**src/rtl/calc_entry_ctrl.sv**
```systemverilog
// Operand-entry and sequencing controller for the calc7 datapath: builds two sign-magnitude
// BCD operands from keypad strokes and launches the converter/ALU. Optional watchdog: CALC_TIMEOUT_EN.
module calc_entry_ctrl #(
    parameter int DIGITS = 5
`ifdef CALC_TIMEOUT_EN
    , parameter int TIMEOUT_CYC = 1024
`endif
) (
    input  logic              clk,
    input  logic              rst_n,
    input  logic              key_valid,
    input  logic [3:0]        key_code,
    input  logic              calc_done,
    output logic [4*DIGITS:0] bcd_a,
    output logic [4*DIGITS:0] bcd_b,
    output logic [1:0]        op,
    output logic              calc_start,
    output logic              busy,
    output logic [4*DIGITS:0] disp_bcd,
    output logic              digit_ovf,
    output logic              err_timeout
);

    localparam int W  = 4*DIGITS + 1;
    localparam int MW = 4*DIGITS;
    localparam int CW = $clog2(DIGITS + 1);

    typedef enum logic [1:0] {S_A, S_B, S_RUN, S_SHOW} state_t;

    state_t          state_reg, state_next;
    logic [W-1:0]    a_reg, a_next;
    logic [W-1:0]    b_reg, b_next;
    logic [1:0]      op_reg, op_next;
    logic [CW-1:0]   cnt_a_reg, cnt_a_next;
    logic [CW-1:0]   cnt_b_reg, cnt_b_next;
    logic            ovf_reg, ovf_next;
    logic            start_reg, start_next;

`ifdef CALC_TIMEOUT_EN
    localparam int WDW = $clog2(TIMEOUT_CYC + 1);
    logic [WDW-1:0]  wdog_reg, wdog_next;
    logic            tmo_reg, tmo_next;
`endif

    // Key decode
    logic       is_digit, is_sign, is_op, is_eq, is_clr;
    logic [3:0] op_sub;
    logic [1:0] key_op;

    assign is_digit = key_valid && (key_code <= 4'd9);
    assign is_sign  = key_valid && (key_code == 4'd10);
    assign is_op    = key_valid && (key_code >= 4'd11) && (key_code <= 4'd13);
    assign is_eq    = key_valid && (key_code == 4'd14);
    assign is_clr   = key_valid && (key_code == 4'd15);
    assign op_sub   = key_code - 4'd11;
    assign key_op   = op_sub[1:0];

    // Shared digit-entry path for whichever operand is being edited
    logic [W-1:0]  cur_val;
    logic [CW-1:0] cur_cnt;
    logic          leading_zero, op_full;
    logic [W-1:0]  edit_val;
    logic [CW-1:0] edit_cnt;

    assign cur_val      = (state_reg == S_B) ? b_reg : a_reg;
    assign cur_cnt      = (state_reg == S_B) ? cnt_b_reg : cnt_a_reg;
    assign leading_zero = (cur_val[MW-1:0] == '0) && (key_code == 4'd0);
    assign op_full      = (cur_cnt == CW'(DIGITS));
    assign edit_val     = {cur_val[W-1], cur_val[MW-5:0], key_code};
    assign edit_cnt     = cur_cnt + CW'(1);

    always_comb begin
        state_next = state_reg;
        a_next     = a_reg;
        b_next     = b_reg;
        op_next    = op_reg;
        cnt_a_next = cnt_a_reg;
        cnt_b_next = cnt_b_reg;
        ovf_next   = ovf_reg;
        start_next = 1'b0;
`ifdef CALC_TIMEOUT_EN
        wdog_next  = wdog_reg;
        tmo_next   = tmo_reg;
`endif
        if (is_clr) begin
            state_next = S_A;
            a_next     = '0;
            b_next     = '0;
            op_next    = 2'b00;
            cnt_a_next = '0;
            cnt_b_next = '0;
            ovf_next   = 1'b0;
`ifdef CALC_TIMEOUT_EN
            wdog_next  = '0;
            tmo_next   = 1'b0;
`endif
        end else begin
            case (state_reg)
                S_A: begin
                    if (is_digit && !leading_zero) begin
                        if (op_full) begin
                            ovf_next = 1'b1;
                        end else begin
                            a_next     = edit_val;
                            cnt_a_next = edit_cnt;
                        end
                    end else if (is_sign) begin
                        a_next[W-1] = ~a_reg[W-1];
                    end else if (is_op) begin
                        op_next    = key_op;
                        state_next = S_B;
                    end
                end
                S_B: begin
                    if (is_digit && !leading_zero) begin
                        if (op_full) begin
                            ovf_next = 1'b1;
                        end else begin
                            b_next     = edit_val;
                            cnt_b_next = edit_cnt;
                        end
                    end else if (is_sign) begin
                        b_next[W-1] = ~b_reg[W-1];
                    end else if (is_op && (cnt_b_reg == '0)) begin
                        op_next = key_op;
                    end else if (is_eq) begin
                        start_next = 1'b1;
                        state_next = S_RUN;
`ifdef CALC_TIMEOUT_EN
                        wdog_next  = '0;
`endif
                    end
                end
                S_RUN: begin
                    if (calc_done) begin
                        state_next = S_SHOW;
`ifdef CALC_TIMEOUT_EN
                    end else if (wdog_reg == WDW'(TIMEOUT_CYC - 1)) begin
                        state_next = S_SHOW;
                        tmo_next   = 1'b1;
                    end else begin
                        wdog_next = wdog_reg + WDW'(1);
`endif
                    end
                end
                S_SHOW: begin
                    // A fresh digit starts a new calculation with that digit already entered
                    if (is_digit) begin
                        a_next     = {{(W-4){1'b0}}, key_code};
                        b_next     = '0;
                        op_next    = 2'b00;
                        cnt_a_next = (key_code != 4'd0) ? CW'(1) : '0;
                        cnt_b_next = '0;
                        state_next = S_A;
                    end
                end
                default: state_next = S_A;
            endcase
        end
    end

    always_ff @(posedge clk) begin
        if (!rst_n) begin
            state_reg <= S_A;
            a_reg     <= '0;
            b_reg     <= '0;
            op_reg    <= 2'b00;
            cnt_a_reg <= '0;
            cnt_b_reg <= '0;
            ovf_reg   <= 1'b0;
            start_reg <= 1'b0;
`ifdef CALC_TIMEOUT_EN
            wdog_reg  <= '0;
            tmo_reg   <= 1'b0;
`endif
        end else begin
            state_reg <= state_next;
            a_reg     <= a_next;
            b_reg     <= b_next;
            op_reg    <= op_next;
            cnt_a_reg <= cnt_a_next;
            cnt_b_reg <= cnt_b_next;
            ovf_reg   <= ovf_next;
            start_reg <= start_next;
`ifdef CALC_TIMEOUT_EN
            wdog_reg  <= wdog_next;
            tmo_reg   <= tmo_next;
`endif
        end
    end

    assign bcd_a      = a_reg;
    assign bcd_b      = b_reg;
    assign op         = op_reg;
    assign calc_start = start_reg;
    assign busy       = (state_reg == S_RUN);
    assign disp_bcd   = ((state_reg == S_A) || (state_reg == S_SHOW)) ? a_reg : b_reg;
    assign digit_ovf  = ovf_reg;
`ifdef CALC_TIMEOUT_EN
    assign err_timeout = tmo_reg;
`else
    assign err_timeout = 1'b0;
`endif

endmodule

```
**config.mk**
```make
export PLATFORM = sky130hd
export DESIGN_NAME = calc_entry_ctrl
export DESIGN_NICKNAME = d
export VERILOG_FILES = /design/src/rtl/calc_entry_ctrl.sv
export SDC_FILE = /design/constraint.sdc
export NUM_CORES = 1
export LEC_CHECK = 0
export CORE_AREA = 2 2 86 88
export DETAILED_ROUTE_END_ITERATION = 7
export DIE_AREA = 0 0 88 90
export PLACE_DENSITY = 0.73
export SLEW_MARGIN = 20
export SYNTH_ARGS = -nofsm -noshare
export SYNTH_HDL_FRONTEND = slang
export SYNTH_SLANG_ARGS = --single-unit
```
**constraint.sdc**
```tcl
create_clock -name clk -period 2.7 [get_ports clk]
set_input_delay 0.405 -clock clk [delete_from_list [all_inputs] [get_ports clk]]
set_output_delay 0.405 -clock clk [all_outputs]
set_load 0.005 [all_outputs]
```
Word level (Yosys, flattened, before mapping). Index checks and enable logic that the tools add are counted.

Add/subtract/negate cells: 2. Mux-type cells: 38. Reduce and logical (&&, ||, !) cells: 29. Magnitude comparators: 3. Equal/unequal tests: 25. Bitwise operators: 4.

Operator list (count): two-way mux 21 bit (5); case mux 21 bit (2 select lines) (2); two-way mux 2 bit (15); inequality test 2 bit (second input constant) (12); zero test 20 bit (1); two-way mux 20 bit (1); AND reduction 4 bit (4); two-way mux 3 bit (5); equality test 4 bit (second input constant) (3); case mux 3 bit (2 select lines) (2); logical AND 1 bit (9); inequality test 3 bit (second input constant) (3); AND reduction 9 bit (1); <= comparator 4 bit (second input constant) (2); case mux 2 bit (4 select lines) (1); AND reduction 8 bit (1); two-way mux 1 bit (6); case mux 2 bit (3 select lines) (1); OR reduction 6 bit (1); equality test 2 bit (second input constant) (2); greater-or-equal comparator 4 bit (second input constant) (1); zero test 4 bit (1); inequality test 2 x 1 -> 1 bit (second input constant) (2); NOT 1 bit (4); 14 further kinds (16).

Word-level logic and storage cells: 111. Register bits: 54. Input port bits: 8.

Longest topological paths before layout.
Word-level depth: 8. Depth in mapped cells: 13. Gate-level depth less buffers: 9.

Worst setup path before layout. OpenSTA, ideal clock, no wires.

Path kind: flip-flop to flip-flop. From: reg state_reg[1]. To: reg b_reg[16] (netlist: bcd_b[16]). Library setup time: 70 ps. Required time: 2630 ps. Path slack: -215 ps. Stages on the path, launching flop included: 13. Data arrival time: 2844 ps. Cell sequence: dfxtp_1 inv_1 ha_1 buf_6 buf_2 buf_1 mux2_2 ha_1 nand2b_1 o2111ai_2 buf_4 or3_1 a21oi_1.

Cells in the longest elaborated chain, start to end: 8.

Ends and longest elaborated chain: start, declared (line 30) `state_t state_reg, state_next;`; start signal, assigned (line 177) `state_reg <= state_next;`; equality test 2 x 1 -> 1 bit (line 65, 66, 98); two-way mux 21 bit (line 65) `assign cur_val = (state_reg == S_B) ? b_reg : a_reg;`; zero test 20 bit (line 67) `assign leading_zero = (cur_val[MW-1:0] == '0) && (key_code == 4'd0);`; logical AND 1 bit (line 67); zero test 1 bit (line 115) `if (is_digit && !leading_zero) begin`; logical AND 1 bit (line 115); inequality test 2 x 1 -> 1 bit (no line); AND reduction 4 bit (no line); end signal, assigned (line 179) `b_reg <= b_next;`; end, declared (line 32) `logic [W-1:0] b_reg, b_next;`.

Parallel ways exist; a longest one is shown, timed or not. The select of a mux whose other input is x is not followed. A chain may end at the register's enable or synchronous reset.

Worst setup path after layout.
From: reg state_reg[1]. To: reg op_reg[0] (netlist: op[0]).

Cells in the longest elaborated chain, start to end: 8.

Ends and longest elaborated chain: equality test 2 x 1 -> 1 bit (line 65, 98); two-way mux 21 bit (line 65); zero test 20 bit (line 67); logical AND 1 bit (line 67); zero test 1 bit (line 100, 115); logical AND 1 bit (line 100, 115); inequality test 2 bit (no line); AND reduction 8 bit (no line); end signal, assigned (line 180) `op_reg <= op_next;`; end, declared (line 33) `logic [1:0] op_reg, op_next;`.

Parallel ways exist; a longest one is shown, timed or not.

==> key figures <==
Global route
  – Initial antenna violation count: 0
  – Vias in the first global route: around 3000
  – Total gr overflow: 0
  – Total GRT Usage: 0.238
  – First-pass GRT wire length: 15000 µm
  – Largest net degree at the start of global routing: 24

Floorplan
  – Die Ht: ~90 µm
  – Num rows: 31
  – Core area: 7020 µm²
  – Io pins: 77
  – Die X: 88 µm
  – Die area: 7920 µm²
  – Initial core utilization: 0.433

Pwr
  – Pwr Total: ~3400 µW
  – Register share of total power: 0.287
  – Pwr Density: 749 nW/µm²
  – Internal power: 2110 µW
  – IR Drop Worst-Case VDD: between 0.3 and 0.4 mV
  – Sw Pwr: roughly 1200 µW
  – Net Sw Frac: 0.371
  – Logic pwr share: 0.536
  – Clk pwr share: 0.177
  – P_leak: 0.00164 µW

Timing
  – Clock skew: between 0.004 and 0.005 ns
  – Final Hold Viols: 0
  – Final setup viols: 0
  – Final setup TNS: 0 ns
  – Unrepaired setup endpoints after global routing: true
  – Crit share post-route: 0.988
  – Worst slew margin: 0.532
  – Final Max Slew Viols: 0
  – Worst Hold Slack: roughly 0.47 ns
  – Fmax: approximately 370 MHz
  – Least-Margin Pin Slew: about 0.70 ns
  – Fin crit period: ~2.7 ns

Logic synthesis
  – Warnings from Yosys: 0
  – Post-synth EDFFs: 0
  – Syn Nets: ~360
  – Synth top area share: 0.356
  – Top-count cell post-synth: dfxtp_1
  – Seq cells post-synth: 54
  – Post-Syn Area: just over 3000 µm²
  – Synth Area per Inst: around 9.0 µm²
  – Synth Instances: around 340
  – Post-synth ARST share: 0
  – Synth unique cells: 50
  – Top post-synthesis cells by area: dfxtp_1 36%, mux2_2 8.9%, mux2i_1 6.6%
  – Dominant cell type by area after synthesis: dfxtp_1
  – Commonest cells in the netlist: 54 x dfxtp_1, 26 x nand3_1, 24 x mux2_2
  – Sequential area share after synthesis: 0.356
  – Main synth FF type: dfxtp_1

Place
  – PortBufs: 75
  – Routability cong.: 0.860
  – DP HPWL: roughly 7000 µm
  – Dpl cell area: about 4200 µm²

Setup path
  – Critical path peak fanout: 6
  – Worst-path cell chain: inv_2, ha_4, buf_12, mux2i_4, nand4_1, a2111oi_4, a31oi_2, o22a_1, or4_4, a21oi_2
  – Crit-path slowest cell: or4_4
  – R2R Path Start: state_reg[1]$_SDFFE_PP0P_
  – Critical Path Sink: op[0]$_SDFFE_PP0P_
  – Startpoint class of the critical path: register
  – Critical path launch point: state_reg[1]$_SDFFE_PP0P_
  – Worst R2R End: op[0]$_SDFFE_PP0P_
  – Worst setup EP type: register
  – R2r setup slk: 0.03 ns
  – R2R cell count: 10
  – Worst EP arrival: roughly 2.9 ns
  – Worst Path Class, Setup: reg -> reg
  – CP max stage delay: ~0.48 ns
  – Data required, critical path: about 3.0 ns

Clock network
  – Clock sinks: 54
  – CTS root buf: clkbuf_8
  – CTS Buffer Depth: 2
  – H-tree levels: 2
  – Reg clk slew, reported paths: 0.10 ns
  – Later-pin clock latency in the skew report: approximately 0.31 ns
  – CTS Buf Count: 5
  – CTS tree: done

Final layout
  – Antenna Cells: 0
  – Share of layout cells above drive strength 1: 0.237
  – Nets: ~470
  – Final Util: 0.640
  – Final instance area: between 4000 and 5000 µm²
  – Area Overhead vs Synth: 48.0%

Run status
  – Status: finished clean

Detailed routing
  – Routed Antenna Nets: 0
  – DR vias: between 3000 and 4000
  – Total Routed Length: 9660 µm
  – Initial DRT Pass Iterations: 4
  – Drt initial violations: roughly 190
  – Detailed-route vias per instance: about 5.6
  – Wire per inst: ~18 µm
  – DRC violations left: 0

Worst hold path
  – Hold Path Class: reg -> reg
  – Worst hold start: cnt_a_reg[2]$_SDFFE_PP0P_

Flow run
  – Maxcap violations: 0
critical path, delay by kind of cell, from the launching register on:
family | cells | cell delay (ns)
compound gates | 4 | 0.96
mux | 1 | 0.26
buf+inv | 2 | 0.21
fa+ha+maj | 1 | 0.16
flops | 1 | 0.34
simple gates | 2 | 0.68
layer usage:
metal  wire length (µm)  share of wire  GRT usage  vias up
met2               4630           0.48      0.376       76
met3                331          0.034     0.0340        8
met1               4610           0.48      0.339     1491
met4                 92         0.0095     0.0564        0
met5                  0              0          0        -
li1                   -              -          -     1470
worst min path at each step:
stage	slack (ns)	cells past startpoint	endpoint
6_report	0.47	2	cnt_a_reg[2]$_SDFFE_PP0P_
5_1_grt	0.50	2	cnt_a_reg[2]$_SDFFE_PP0P_
4_1_cts	0.47	2	cnt_a_reg[2]$_SDFFE_PP0P_
3_5_place_dp	0.45	2	cnt_a_reg[2]$_SDFFE_PP0P_
3_3_place_gp	0.45	2	cnt_a_reg[2]$_SDFFE_PP0P_
2_1_floorplan	0.43	1	cnt_a_reg[1]$_SDFFE_PP0P_
power by group through the flow:
stage,clock network (µW),logic (µW),registers [µW]
after global routing,625,1920,978
final,594,1800,967
after detailed placement,0,1540,968
after CTS,597,1570,954
after floorplan,0,911,959
after global placement,0,1540,965
kinds of logic (layout without fill, tap and decap cells):
family                   Yosys count  count (layout)  share of synthesized area
AND/OR/NAND/NOR                  113             113                      0.192
AO/OA/AOI/OAI                     81              81                      0.197
flip-flops                        54              54                      0.356
multiplexers                      44              44                      0.155
buffers and inverters             34             144                     0.0548
adder cells (fa/ha/maj)           10              10                     0.0412
other                              1               1                    0.00123
XOR/XNOR                           1               1                    0.00288
final cells by class:
class                      instances  area, µm²
clock buffer                       6       82.6
timing repair buffer             126       1250
tap                               99        124
inverter                          10       37.5
multi-input combinational        250       1880
sequential                        54       1080
fill                             589       2530
clock inverter                     2       38.8
metrics by stage:
| stage | cells | worst slack, ns |
|---|---|---|
| 2_1_floorplan | 338 | 0.0335 |
| 3_3_place_gp | 529 | -0.212 |
| 3_5_place_dp | 529 | -0.285 |
| 4_1_cts | 537 | 0.00539 |
| 5_1_grt | 547 | -0.0546 |
| 6_report | 547 | 0.0314 |
what timing repair did:
action | CTS | global route
cloned | 0 | 2
hold buffers | 0 | 0
buffers inserted | 0 | 8
pin swaps | 0 | 8
resized for setup | 4 | 20
endpoints found under the setup margin | 23 | 44
cells in the final DEF (no fill, tap or decap), types with 2 or more instances in the layout:
cell and count:
clkdlybuf4s50_1 73, ha_1 8, buf_12 6, dlymetal6s2s_1 2
inv_1 7, nor3_1 14, dfxtp_2 2, o21bai_1 2
o2bb2ai_1 17, nand3_1 26, clkbuf_16 2, inv_2 3
nor2_1 21, nand2_1 14, dfxtp_1 52, nor4_1 6
mux2_2 24, mux2i_1 17, nand3b_1 3, a21oi_1 20
mux2i_4 3, a31oi_1 10, a2111o_1 2, nand2b_1 3
or3_1 14, nor2b_1 2, o21ai_2 2, clkbuf_8 6
a21oi_2 2, o21ai_1 3, o21ai_0 5, and2_1 2
o31ai_1 4, buf_4 43
Power figures use the tool's default switching activity.
